**src/rtl/sprite_sched_pkg.sv**
```systemverilog
// -----------------------------------------------------------------------------
// sprite_sched_pkg
// Shared types and constants for the vblank-synchronised sprite register write
// scheduler: scheduler state encoding, the sprite engine register map and the
// layout of one queued write (address + data = 22 bits).
// -----------------------------------------------------------------------------
package sprite_sched_pkg;

    localparam int ADDR_W  = 6;
    localparam int DATA_W  = 16;
    localparam int ENTRY_W = ADDR_W + DATA_W;  // 22

    // Scheduler state: IDLE collects writes, DRAIN replays them inside vsync.
    typedef enum logic {
        IDLE  = 1'b0,
        DRAIN = 1'b1
    } sched_state_e;

    // One queued engine register write. Address sits in the upper bits.
    typedef struct packed {
        logic [ADDR_W-1:0] addr;
        logic [DATA_W-1:0] data;
    } sched_entry_t;

    // Sprite engine register map (even addresses only).
    localparam logic [ADDR_W-1:0] SPR0_POS  = 6'h04;
    localparam logic [ADDR_W-1:0] SPR0_BMP0 = 6'h06;
    localparam logic [ADDR_W-1:0] SPR0_BMP1 = 6'h08;
    localparam logic [ADDR_W-1:0] SPR0_BMP2 = 6'h0A;
    localparam logic [ADDR_W-1:0] SPR0_BMP3 = 6'h0C;
    localparam logic [ADDR_W-1:0] SPR1_POS  = 6'h0E;
    localparam logic [ADDR_W-1:0] SPR1_BMP0 = 6'h10;
    localparam logic [ADDR_W-1:0] SPR1_BMP1 = 6'h12;
    localparam logic [ADDR_W-1:0] SPR1_BMP2 = 6'h14;
    localparam logic [ADDR_W-1:0] SPR1_BMP3 = 6'h16;

endpackage

```
**src/rtl/sprite_req_fifo.sv**
```systemverilog
// -----------------------------------------------------------------------------
// sprite_req_fifo
// Synchronous FIFO holding queued engine register writes.
//   clk, rst_n  : clock, asynchronous active-low reset
//   push        : write push_data (ignored when full or flushing)
//   push_data   : entry to enqueue
//   pop         : drop the head entry (ignored when empty or flushing)
//   flush       : discard all entries; overrides push and pop
//   head        : current head entry (valid when !empty)
//   full, empty : occupancy flags
//   level       : number of stored entries, 0..DEPTH
// Pointers are $clog2(DEPTH) bits plus one wrap bit, so occupancy is the plain
// difference of the extended pointers (DEPTH must be a power of two, >= 2).
// -----------------------------------------------------------------------------
module sprite_req_fifo
    import sprite_sched_pkg::*;
#(
    parameter int DEPTH = 8,
    parameter int WIDTH = ENTRY_W
) (
    input  logic                     clk,
    input  logic                     rst_n,
    input  logic                     push,
    input  logic [WIDTH-1:0]         push_data,
    input  logic                     pop,
    input  logic                     flush,
    output logic [WIDTH-1:0]         head,
    output logic                     full,
    output logic                     empty,
    output logic [$clog2(DEPTH):0]   level
);

    localparam int AW    = $clog2(DEPTH);
    localparam int LVL_W = AW + 1;

    logic [WIDTH-1:0] mem [DEPTH];
    logic [AW:0]      wr_cnt;   // {wrap, ptr}
    logic [AW:0]      rd_cnt;   // {wrap, ptr}
    logic             do_push;
    logic             do_pop;

    assign level   = wr_cnt - rd_cnt;
    assign empty   = (wr_cnt == rd_cnt);
    assign full    = (level == LVL_W'(DEPTH));
    assign do_push = push && !full && !flush;
    assign do_pop  = pop && !empty && !flush;
    assign head    = mem[rd_cnt[AW-1:0]];

    // NOTE: storage has no reset; emptiness is tracked by the pointers alone,
    // so resetting the array would only cost flops without changing behaviour.
    always_ff @(posedge clk) begin
        if (do_push) begin
            mem[wr_cnt[AW-1:0]] <= push_data;
        end
    end

    // NOTE: sequential state uses non-blocking assignments so every register
    // samples pre-edge values regardless of process evaluation order.
    always_ff @(posedge clk or negedge rst_n) begin
        if (!rst_n) begin
            wr_cnt <= '0;
            rd_cnt <= '0;
        end else if (flush) begin
            wr_cnt <= '0;
            rd_cnt <= '0;
        end else begin
            if (do_push) wr_cnt <= wr_cnt + 1'b1;
            if (do_pop)  rd_cnt <= rd_cnt + 1'b1;
        end
    end

endmodule

```
**src/rtl/sprite_update_sched.sv**
```systemverilog
// -----------------------------------------------------------------------------
// sprite_update_sched
// Queues CPU writes to sprite engine registers and replays them onto the
// engine register port only during the vsync window, so on-screen changes never
// tear mid-frame. Raises a sticky irq when a frame's batch has been committed.
//   clk, rst_n          : clock, asynchronous active-low reset
//   req_valid/req_ready : CPU write handshake (req_ready = !full)
//   req_addr, req_data  : engine register address / data
//   vsync               : engine vsync (same clock domain)
//   flush               : discard queued writes, return to IDLE
//   irq_clr, ovf_clr    : clear the sticky irq / overflow flags
//   eng_wr_en/addr/data : registered write slot towards the engine
//   eng_wr_ready        : engine accepts the slot when eng_wr_en is high
//   level               : FIFO occupancy
//   overflow            : sticky, a request was refused because FIFO was full
//   irq                 : sticky, a drain window finished (not via flush)
// -----------------------------------------------------------------------------
module sprite_update_sched
    import sprite_sched_pkg::*;
#(
    parameter int DEPTH         = 8,
    parameter int MAX_PER_FRAME = 16
) (
    input  logic                     clk,
    input  logic                     rst_n,
    input  logic                     req_valid,
    output logic                     req_ready,
    input  logic [5:0]               req_addr,
    input  logic [15:0]              req_data,
    input  logic                     vsync,
    input  logic                     flush,
    input  logic                     irq_clr,
    input  logic                     ovf_clr,
    output logic                     eng_wr_en,
    output logic [5:0]               eng_addr,
    output logic [15:0]              eng_data,
    input  logic                     eng_wr_ready,
    output logic [$clog2(DEPTH):0]   level,
    output logic                     overflow,
    output logic                     irq
);

    localparam logic [7:0] MAX_B = 8'(MAX_PER_FRAME);

    sched_state_e   state;
    sched_state_e   state_next;
    logic           vsync_q;
    logic           vsync_rise;
    logic [7:0]     budget;
    logic [7:0]     budget_inc;
    logic           drain_done;

    logic           fifo_full;
    logic           fifo_empty;
    logic [ENTRY_W-1:0] fifo_head;
    sched_entry_t   head_entry;
    logic           push;
    logic           pop;
    logic           slot_free;

    assign req_ready  = !fifo_full;
    assign vsync_rise = vsync && !vsync_q;
    assign head_entry = sched_entry_t'(fifo_head);

    // The slot can take a new entry if it is empty or being accepted right now.
    assign slot_free  = !eng_wr_en || eng_wr_ready;
    assign push       = req_valid && req_ready && !flush;
    assign pop        = (state == DRAIN) && !fifo_empty && slot_free && !flush;
    assign budget_inc = budget + {7'd0, pop};

    sprite_req_fifo #(
        .DEPTH (DEPTH),
        .WIDTH (ENTRY_W)
    ) u_fifo (
        .clk       (clk),
        .rst_n     (rst_n),
        .push      (push),
        .push_data ({req_addr, req_data}),
        .pop       (pop),
        .flush     (flush),
        .head      (fifo_head),
        .full      (fifo_full),
        .empty     (fifo_empty),
        .level     (level)
    );

    // ---------------- FSM ----------------
    always_ff @(posedge clk or negedge rst_n) begin
        if (!rst_n) begin
            state   <= IDLE;
            vsync_q <= 1'b0;
        end else begin
            state   <= state_next;
            vsync_q <= vsync;
        end
    end

    // NOTE: every output of this block gets a default first, so no path can
    // leave a signal unassigned and infer a latch.
    always_comb begin
        state_next = state;
        drain_done = 1'b0;
        case (state)
            IDLE: begin
                if (vsync_rise && !flush) state_next = DRAIN;
            end
            DRAIN: begin
                if (flush) begin
                    // Flush aborts the window silently: no completion irq.
                    state_next = IDLE;
                end else if ((fifo_empty && !pop) || (budget_inc == MAX_B) || !vsync) begin
                    // Budget exit fires on the pop that reaches the limit, so
                    // no further pop is attempted in this window.
                    state_next = IDLE;
                    drain_done = 1'b1;
                end
            end
            default: state_next = IDLE;
        endcase
    end

    // ---------------- budget counter ----------------
    always_ff @(posedge clk or negedge rst_n) begin
        if (!rst_n) begin
            budget <= '0;
        end else if (state == IDLE && vsync_rise) begin
            budget <= '0;
        end else if (pop) begin
            budget <= budget_inc;
        end
    end

    // ---------------- output slot ----------------
    // A loaded slot is always completed; neither flush nor leaving DRAIN
    // cancels it.
    always_ff @(posedge clk or negedge rst_n) begin
        if (!rst_n) begin
            eng_wr_en <= 1'b0;
            eng_addr  <= '0;
            eng_data  <= '0;
        end else if (pop) begin
            eng_wr_en <= 1'b1;
            eng_addr  <= head_entry.addr;
            eng_data  <= head_entry.data;
        end else if (eng_wr_en && eng_wr_ready) begin
            eng_wr_en <= 1'b0;
        end
    end

    // ---------------- sticky flags (set wins over clear) ----------------
    always_ff @(posedge clk or negedge rst_n) begin
        if (!rst_n) begin
            irq      <= 1'b0;
            overflow <= 1'b0;
        end else begin
            if (drain_done)                  irq <= 1'b1;
            else if (irq_clr)                irq <= 1'b0;
            if (req_valid && !req_ready)     overflow <= 1'b1;
            else if (ovf_clr)                overflow <= 1'b0;
        end
    end

endmodule
```
**config.mk**
```make
export PLATFORM = sky130hd
export DESIGN_NAME = sprite_update_sched
export DESIGN_NICKNAME = d
export VERILOG_FILES = /design/src/rtl/sprite_sched_pkg.sv /design/src/rtl/sprite_req_fifo.sv /design/src/rtl/sprite_update_sched.sv
export SDC_FILE = /design/constraint.sdc
export NUM_CORES = 1
export LEC_CHECK = 0
export ABC_AREA = 1
export BUFFER_PORTS_ARGS = -buffer_cell sky130_fd_sc_hd__buf_4
export CAP_MARGIN = 15
export CORE_MARGIN = 4
export CORE_UTILIZATION = 40
export CTS_CLUSTER_SIZE = 14
export DETAILED_ROUTE_END_ITERATION = 16
export PLACE_DENSITY_LB_ADDON = 0.15
export RECOVER_POWER = 50
export SYNTH_ARGS = -nofsm -noshare
export SYNTH_HDL_FRONTEND = slang
export SYNTH_HIERARCHICAL = 1
export SYNTH_SLANG_ARGS = --single-unit
export TNS_END_PERCENT = 1
```
**constraint.sdc**
```tcl
create_clock -name clk -period 5.3 [get_ports clk]
set_input_delay 1.06 -clock clk [delete_from_list [all_inputs] [get_ports clk]]
set_output_delay 1.06 -clock clk [all_outputs]
set_load 0.005 [all_outputs]
```
* Yosys cells after proc, flatten, opt, wreduce, memory -nomap -nowiden
Memories as Yosys holds them, arrays and structs flattened. A register that Yosys moved wholly into a read port is not among the register bits. Cells that the tools add are included.
Storage, ports and cells: bits in registers 21, bits in writable memories 176, input bits 30, output and inout bits 30, word-level logic and storage cells 70, memories kept 1
Memory list:
- u_fifo.mem | depth 8, width 22, read ports 1, clocked after Yosys merged registers in 1, wr ports 1, RTL line sprite_req_fifo.sv:36 | logic [WIDTH-1:0] mem [DEPTH];
Operators by class: add/subtract/negate cells 4, eq/ne operators 3, muxes and demuxes 21, bitwise logic cells 1, reductions and logical operators 32
Operators with widths (count):
- $mux 4 | 4
- $mux 8 | 2
- $logic_and 1x1->1 | 15
- $mux 1 | 14
- $reduce_bool 2->1 | 6
- $add 4x1->4 const B | 2
- $add 8x1->8 | 1
- $eq 8x5->1 const B | 1
- $logic_not 1->1 | 8
- $eq 4x4->1 | 1
- $eq 4x4->1 const B | 1
- $sub 4x4->4 | 1
- $logic_or 1x1->1 | 3
- $pmux 1 s2 | 1
- $not 1->1 | 1

* Longest topological paths before layout
Gate-level depths: netlist of the first run.
word-level depth 13, gate-level depth with buffers 24, gate-level depth less buffers 21

* Hierarchy
Netlist of the first run, hierarchy kept.
Modules (own cells, without submodules):
- sprite_req_fifo | instances 1, cells each 593, area an instance 7440.9 um^2
- sprite_update_sched | instances 1, cells each 196, area an instance 1552.7 um^2

* Worst setup path before layout of the first run
OpenSTA, ideal clock, no wires.
path kind register -> register, from reg u_fifo.rd_cnt[2], to mem u_fifo/mem[0][0] in the netlist's numbering, enable pin, setup time 401 ps, arrival time 3555 ps, data required time 4899 ps, path slack 1344 ps, stages on the path, launching flop included 12, clock period less this slack 3956 ps, cell sequence dfrtp_1 -> buf_2 -> inv_1 -> buf_1 -> ha_1 -> a21oi_1 -> nand3_1 -> nand3_4 -> inv_1 -> nor3_1 -> nand3_4 -> nor2_1
On the way: longest elaborated chain between the ends 9
Ends and longest elaborated chain:
- start, declared | RTL line sprite_req_fifo.sv:38 | logic [AW:0] rd_cnt;
- start signal, assigned | RTL line sprite_req_fifo.sv:68 | if (do_pop) rd_cnt <= rd_cnt + 1'b1;
- $sub 4x4->4 | RTL line sprite_req_fifo.sv:42 | assign level = wr_cnt - rd_cnt;
- $eq 4x4->1 | RTL line sprite_req_fifo.sv:44 | assign full = (level == LVL_W'(DEPTH));
- named net fifo_full | RTL line sprite_update_sched.sv:53 | logic fifo_full;
- $logic_not 1->1 | RTL line sprite_update_sched.sv:61 | assign req_ready = !fifo_full;
- $logic_and 1x1->1 (2 in a row) | RTL line sprite_update_sched.sv:67 | assign push = req_valid && req_ready && !flush;
- named net push | RTL line sprite_update_sched.sv:57 | logic push;
- $logic_and 1x1->1 (2 in a row) | RTL line sprite_req_fifo.sv:45 | assign do_push = push && !full && !flush;
- $mux 1 | RTL line sprite_req_fifo.sv:52 | if (do_push) begin
- $mux 1 (not written as such) | RTL line sprite_req_fifo.sv:53 | mem[wr_cnt[AW-1:0]] <= push_data;
- end, declared | RTL line sprite_req_fifo.sv:36
The timed path passes the listed nets, and every way through them passes these cells.

* Worst setup path after layout of the first run
from reg u_fifo.wr_cnt[0], to out req_ready
On the way: longest elaborated chain between the ends 3
Ends and longest elaborated chain:
- start, declared | RTL line sprite_req_fifo.sv:37 | logic [AW:0] wr_cnt;
- start signal, assigned | RTL line sprite_req_fifo.sv:67 | if (do_push) wr_cnt <= wr_cnt + 1'b1;
- $sub 4x4->4 | RTL line sprite_req_fifo.sv:42
- $eq 4x4->1 | RTL line sprite_req_fifo.sv:44
- named net fifo_full | RTL line sprite_update_sched.sv:53
- $logic_not 1->1 | RTL line sprite_update_sched.sv:61
- end, declared | RTL line sprite_update_sched.sv:27 | output logic req_ready,
The timed path passes the listed nets, and every way through them passes these cells.

==> results of run 1 <==
## layer usage
layer | global-route usage | up-vias | wire, um
met1 | 0.226 | 2885 | 9340
met3 | 0.0271 | 30 | 1040
met4 | 0.0390 | 0 | 353
met2 | 0.276 | 147 | 9520
met5 | 0 | - | 0
li1 | - | 2866 | -
## sequential cells by signal, summed over array words and instances, names as in the netlist
name           cells
budget             8
state              1
vsync_q            1
u_fifo/mem       176
u_fifo/wr_cnt      4
irq                1
eng_addr           6
u_fifo/rd_cnt      4
eng_wr_en          1
eng_data          16
overflow           1
## power breakdown
group	internal (uW)	switching, uW	leakage (uW)	total [uW]
combinational	111	124	0.00145	235
sequential	1930	43.2	0.00216	1970
clock	866	644	0.000356	1510
total	2910	811	0.00397	3720
## worst register-to-register path, stage by stage, from the launching register on
cell	delay, ns
sky130_fd_sc_hd__dfrtp_1	0.40
sky130_fd_sc_hd__clkinv_4	0.31
sky130_fd_sc_hd__ha_1	0.42
sky130_fd_sc_hd__nand2_1	0.07
sky130_fd_sc_hd__inv_1	0.04
sky130_fd_sc_hd__nand3_1	0.09
sky130_fd_sc_hd__inv_1	0.06
sky130_fd_sc_hd__nor3_1	0.16
sky130_fd_sc_hd__nand2_1	0.10
sky130_fd_sc_hd__inv_2	0.37
sky130_fd_sc_hd__ha_1	0.26
sky130_fd_sc_hd__ha_1	0.22
sky130_fd_sc_hd__nand3_1	0.13
sky130_fd_sc_hd__o21ai_1	0.14
sky130_fd_sc_hd__nand2_1	0.07
sky130_fd_sc_hd__nor2_1	0.10
sky130_fd_sc_hd__nand3_1	0.10
sky130_fd_sc_hd__nand3_1	0.08
sky130_fd_sc_hd__nand2_1	0.05
## path summary, 6_finish.rpt
kind | endpoint | slack (ns) | start | cells after the start
hold reg to reg | eng_addr[1] | 0.48 | eng_addr[1] | 2
setup reg to reg | state | 2.03 | u_fifo/rd_cnt[1] | 18
max in group asynchronous | u_fifo/rd_cnt[0] | 2.54 | rst_n | 1
min in group asynchronous | u_fifo/wr_cnt[3] | 1.26 | rst_n | 1
hold / removal | eng_addr[1] | 0.48 | eng_addr[1] | 2
setup / recovery | req_ready | 1.52 | u_fifo/wr_cnt[0] | 10
## cells by family after synthesis
logic type,share of synthesized area
flip-flops,0.707
adder cells (fa/ha/maj),0.0134
buffers and inverters,0.0380
AND/OR/NAND/NOR,0.148
XOR/XNOR,0.00487
AO/OA/AOI/OAI,0.0882
## placed cells by master (no fill, tap or decap), drive strengths merged
cell type,count
clkinv,12
clkinvlp,3
a21oi,1
edfxtp,176
clkbuf,67
fa,1
dfrtp,43
nand4,5
nor2,111
xor2,5
nor3,3
o21ai,100
nand2,182
buf,36
ha,8
nand3,27
or2,2
inv,40
o22ai,46
## stage by stage
step	worst slack (ns)	instance area [um2]	hold slack (ns)
global route	1.35	10400	0.511
detailed placement	2.00	9730	0.471
floorplan	1.34	8990	0.470
CTS	1.49	10500	0.488
finish	1.52	10400	0.481
global placement	2.09	9730	0.466
## cell type report
cell class	count	area (um2)
fill	1964	11600
timing repair buffer	74	454
sequential	219	6360
clock inverter	16	90.1
clock buffer	29	641
multi-input combinational	491	2310
inverter	39	151
tap	280	350
==> impl_metrics.toml, run 1 <==
[setup_path]
cpLargestDelayFamily = "adder cells"
arrival_ns = 2.72
worstSetupStartpointType = "flip-flop"
critPathMaxFanout = 7
worst_path_most_repeated_cell = "sky130_fd_sc_hd__inv_1"
cp_num_buf_inv = 5
setup.worst_path.end_class = "primary output"
path_cells = "inv_1, ha_1, inv_1, fa_1, or2_0, nor2_2, nand3_4, inv_1, inv_1, buf_4"
criticalPathCategory = "reg -> out"
cp_data_required_time_ns = 4.24
cpMaxStageDelayCell = "sky130_fd_sc_hd__dfrtp_1"
cp_slowest_stage_delay_ns = 0.47

[grt]
grt_overflow_total = 0
first_global_vias = 5911
first_pass_grt_wire_length_mm = 32.0
grt_max_degree = 92
grt_usage = 0.164
grt_antenna_before_repair = 0

[power_and_ir_drop]
cellPowerDensity_nw_per_um2 = 359
power.leakage_uw = 0.00397
fin_total_pwr_uw = 3720
vdd_ir_drop_max_mv = 0.172

[floorplan]
io_pins = 60
core.rowCount = 54
initial_utilization = 0.410
floorplan.core_area_um2 = 22000
die-area_um2 = 24900
die_x_um = 158
die_height_um = 158

[status]
status = "finished, violations left"
violations = "capacitance limit, slew limit"

[sta]
max_slew.worst_pin.slew_ns = 2.33
timing.setup.tns_ns = 0
achievable-frequency_mhz = 265
fin_crit_sh = 0.713
maxSlewViolCount = 44
rsz_0062_raised_after_global_routing = "false"
finalSetupViolCount = 0
time_the_final_worst_path_needs_with_i_o_delays_and_setup_ns = 3.78
maxSlewHeadroom = -0.556
report.final.hold_viol_count = 0
worst_clock_skew_ns = 0.00664

[yosys]
synthTopCellsByCount = "sky130_fd_sc_hd__nand2_1, sky130_fd_sc_hd__edfxtp_1, sky130_fd_sc_hd__nor2_1"
post-synth-top-count-cell = "sky130_fd_sc_hd__nand2_1"
synthesis.area_um2 = 8990
dominantRegCellSynth = "sky130_fd_sc_hd__edfxtp_1"
synthTopCellsByArea = "sky130_fd_sc_hd__edfxtp_1, sky130_fd_sc_hd__dfrtp_1, sky130_fd_sc_hd__nand2_1"
synth-seq-area-share = 0.707
yosysWarningCount = 6
synth.top_cell.area_share = 0.588
number_of_synthesized_flops_with_an_enable_pin = 176
netlist_instances = 789
post_synth.cell_area_avg_um2 = 11.4
yosys.cell_types.count = 27
syn-num-nets = 828
ys_seq_elements = 219
synth_area_leader_cell = "sky130_fd_sc_hd__edfxtp_1"
synth-async-reset-ratio = 0.196

[clock_tree]
cts-hold-fix-buffers = 0
post_cts.repair.setup_buffers = 0
clk_latency_ns = 0.51
cts_num_sinks = 219
cts_resized = 0
clock_path_buffers = 3
clock_root_buffer = "sky130_fd_sc_hd__clkbuf_16"
cts_tree = "yes"
clk_pin_slew_ns = 0.06
number_of_buffers_created_by_cts = 25
cts_htree_levels = 1

[drt]
via_per_inst = 5.16
route.detailed.wl_per_inst_um = 17.6
via_total_after_detailed_routing = 5928
final_antenna_net_count = 0
drc = 0
detailedRoute.firstPassIterationCount = 4
drt_first_iter_violations = 339
wirelength_mm = 20.3

[cells_and_area]
num-nets-final = 889
layout-drive-gt1-share = 0.119
final_cell_count_no_fill = 1148
num_antenna_cells = 0
layout.core_utilization = 0.472
area.growth.synth_to_final_pct = 15.2

[placement]
gp_routability_congestion = 0.856
numPortBuffers = 59
place.detailed.hpwl_mm = 11.7
placed_cells = 1103

[flow_run]
drv.max_cap_violation_count = 1

[hold_path]
hold_class = "reg -> reg"
(Power assumes the default switching activity.)
==> run 2, diff against run 1 <==
==> constraint.sdc (replaced) <==
create_clock -name clk -period 3.3 [get_ports clk]
set_input_delay 0.66 -clock clk [delete_from_list [all_inputs] [get_ports clk]]
set_output_delay 0.66 -clock clk [all_outputs]
set_load 0.005 [all_outputs]
==> run 2 against run 1 <==
The flow still finishes with violations (capacitance limit, slew limit). Combinational power rose by 69%. Utilization rose by 0.93 points. Clock skew is 0.0034 ns higher. Via count down 0.40%. Clock power is 63% higher. Critical path type unchanged.
==> impl_metrics.toml, run 2 (same netlist as run 1, synthesis figures left out) <==
[drt]
detailedRoute.firstPassIterationCount = 5
drc = 0
wirelength_mm = 19.8
via_total_after_detailed_routing = 5904
drt_first_iter_violations = 347
via_per_inst = 5.12
final_antenna_net_count = 0
route.detailed.wl_per_inst_um = 17.1

[setup_path]
worst_reg_to_reg_setup_slack_ns = 0.41
cp_num_buf_inv = 5
cp_data_required_time_ns = 2.64
critical_path.reg2reg.endpoint = "u_fifo/mem[7][15]"
cpLargestDelayFamily = "adder cells"
worstSetupStartpointType = "flip-flop"
cpMaxStageDelayCell = "sky130_fd_sc_hd__fa_1"
arrival_ns = 2.49
path_cells = "inv_4, ha_1, inv_1, fa_1, or2_0, nor2_2, nand3_4, inv_2, inv_1, buf_4"
worst_r2r_startpoint = "u_fifo/wr_cnt[0]"
criticalPathCategory = "reg -> out"
cell_count_of_the_worst_reg_to_reg_path = 12
setup.worst_path.end_class = "primary output"
critPathMaxFanout = 6
cp_slowest_stage_delay_ns = 0.46
worst_path_most_repeated_cell = "sky130_fd_sc_hd__inv_1"

[cells_and_area]
area.growth.synth_to_final_pct = 17.5
largest_register_ffs = 176
layout-drive-gt1-share = 0.132
most_common_library_cell_in_the_layout_ignoring_fill_and_taps = "sky130_fd_sc_hd__nand2_1"
seqCellArea_um2 = 6360
area_of_combinational_cells_with_multiple_inputs_um2 = 2360
layout_common_cells = "sky130_fd_sc_hd__nand2_1, sky130_fd_sc_hd__edfxtp_1, sky130_fd_sc_hd__nor2_1"
nFillCells = 1990
num_antenna_cells = 0
num-nets-final = 896

[hold_path]
min_from = "vsync"
hold_class = "in -> reg"
worstHoldPathCells = 1
timing.hold.worst_endpoint = "vsync_q"

[sta]
maxSlewViolCount = 44
worst_clock_skew_ns = 0.0100
achievable-frequency_mhz = 317
fin_crit_sh = 0.956
rsz_0062_raised_after_global_routing = "false"
timing.setup.tns_ns = 0
finalSetupViolCount = 0
maxSlewHeadroom = -0.553
time_the_final_worst_path_needs_with_i_o_delays_and_setup_ns = 3.15
max_slew.worst_pin.slew_ns = 2.33
report.final.hold_viol_count = 0
hold_ws_ns = 0.299

[flow_run]
drv.max_cap_violation_count = 1

[floorplan]
die_x_um = 158
io_pins = 60
die_height_um = 158
floorplan.core_area_um2 = 22000
core.rowCount = 54
initial_utilization = 0.410
die-area_um2 = 24900

[clock_tree]
cts-hold-fix-buffers = 0
clk_pin_slew_ns = 0.06
clock_path_buffers = 3
number_of_buffers_created_by_cts = 24
cts_num_sinks = 219
cts_tree = "yes"
clk_latency_ns = 0.51
clock_root_buffer = "sky130_fd_sc_hd__clkbuf_16"
cts_htree_levels = 1

[power_and_ir_drop]
power.leakage_uw = 0.00404
sequentialPowerShare = 0.526
share_clk_of_total_power = 0.408
fin_total_pwr_uw = 6020
intPower_uw = 4740
power.share.switching = 0.213
share_comb_of_total_power = 0.066
cellPowerDensity_nw_per_um2 = 570
vdd_ir_drop_max_mv = 0.355
power.switching_uw = 1280

[placement]
place.detailed.hpwl_mm = 11.8
numPortBuffers = 59
gp_routability_congestion = 0.808

[grt]
first_pass_grt_wire_length_mm = 31.5
grt_overflow_total = 0
grt_antenna_before_repair = 0
grt_usage = 0.160
grt_max_degree = 92
first_global_vias = 5850

[status]
status = "finished, violations left"
violations = "capacitance limit, slew limit"
run 2: what timing repair did:
action,4_1_cts,5_1_grt
buffers inserted,0,4
resized for setup,3,1
pin swaps,0,1
setup endpoints to repair,1,1
run 2: per-layer routing:
metal | track usage | up-vias | part of all wire
li1 | - | 2875 | -
met1 | 0.230 | 2856 | 0.47
met2 | 0.258 | 137 | 0.46
met3 | 0.0235 | 36 | 0.050
met4 | 0.0443 | 0 | 0.020
met5 | 0 | - | 0
run 2: area by class of cell:
type / count / area share
Multi-Input combinational cell: 491 / 0.223
Sequential cell: 219 / 0.602
Timing Repair Buffer: 82 / 0.0580
Clock inverter: 15 / 0.00900
Clock buffer: 27 / 0.0599
Tap cell: 280 / 0.0332
Inverter: 39 / 0.0146
run 2: power by group through the flow:
stage	Combinational (uW)	Sequential [uW]	Clock, uW
6_report	398	3170	2460
5_1_grt	451	3180	2670
4_1_cts	420	3170	2530
3_5_place_dp	418	3220	0
3_3_place_gp	409	3220	0
2_1_floorplan	143	3220	0
run 2: stage by stage:
| step | instances | utilization | cell area, um2 | setup WS, ns |
|---|---|---|---|---|
| finish | 1153 | 0.481 | 10600 | 0.146 |
| global route | 1153 | 0.481 | 10600 | 0.0313 |
| CTS | 1149 | 0.484 | 10600 | 0.0158 |
| detailed placement | 1107 | 0.451 | 9890 | 0.194 |
| global placement | 1107 | 0.451 | 9890 | 0.353 |
| floorplan | 789 | - | 9060 | 0.0493 |
run 2: worst max path at each step:
stage	start	end	slack, ns	cells after the start
floorplan	u_fifo/rd_cnt[2]	u_fifo/mem[0][0]	0.05	11
global placement	u_fifo/wr_cnt[0]	u_fifo/mem[7][5]	0.35	12
detailed placement	u_fifo/wr_cnt[0]	u_fifo/mem[7][5]	0.19	12
CTS	u_fifo/wr_cnt[0]	req_ready	0.02	10
global route	u_fifo/wr_cnt[0]	req_ready	0.03	10
finish	u_fifo/wr_cnt[0]	req_ready	0.15	10
run 2: worst reg2reg max path: stages, from the launching register on:
cell and delay (ns):
sky130_fd_sc_hd__dfrtp_2 0.44, sky130_fd_sc_hd__inv_4 0.09, sky130_fd_sc_hd__ha_1 0.15, sky130_fd_sc_hd__inv_1 0.06
sky130_fd_sc_hd__fa_1 0.50, sky130_fd_sc_hd__or2_0 0.14, sky130_fd_sc_hd__nor2_2 0.07, sky130_fd_sc_hd__nand3_4 0.08
sky130_fd_sc_hd__inv_2 0.05, sky130_fd_sc_hd__nor3_2 0.28, sky130_fd_sc_hd__nand3_4 0.26, sky130_fd_sc_hd__nor2_4 0.18
sky130_fd_sc_hd__buf_4 0.25
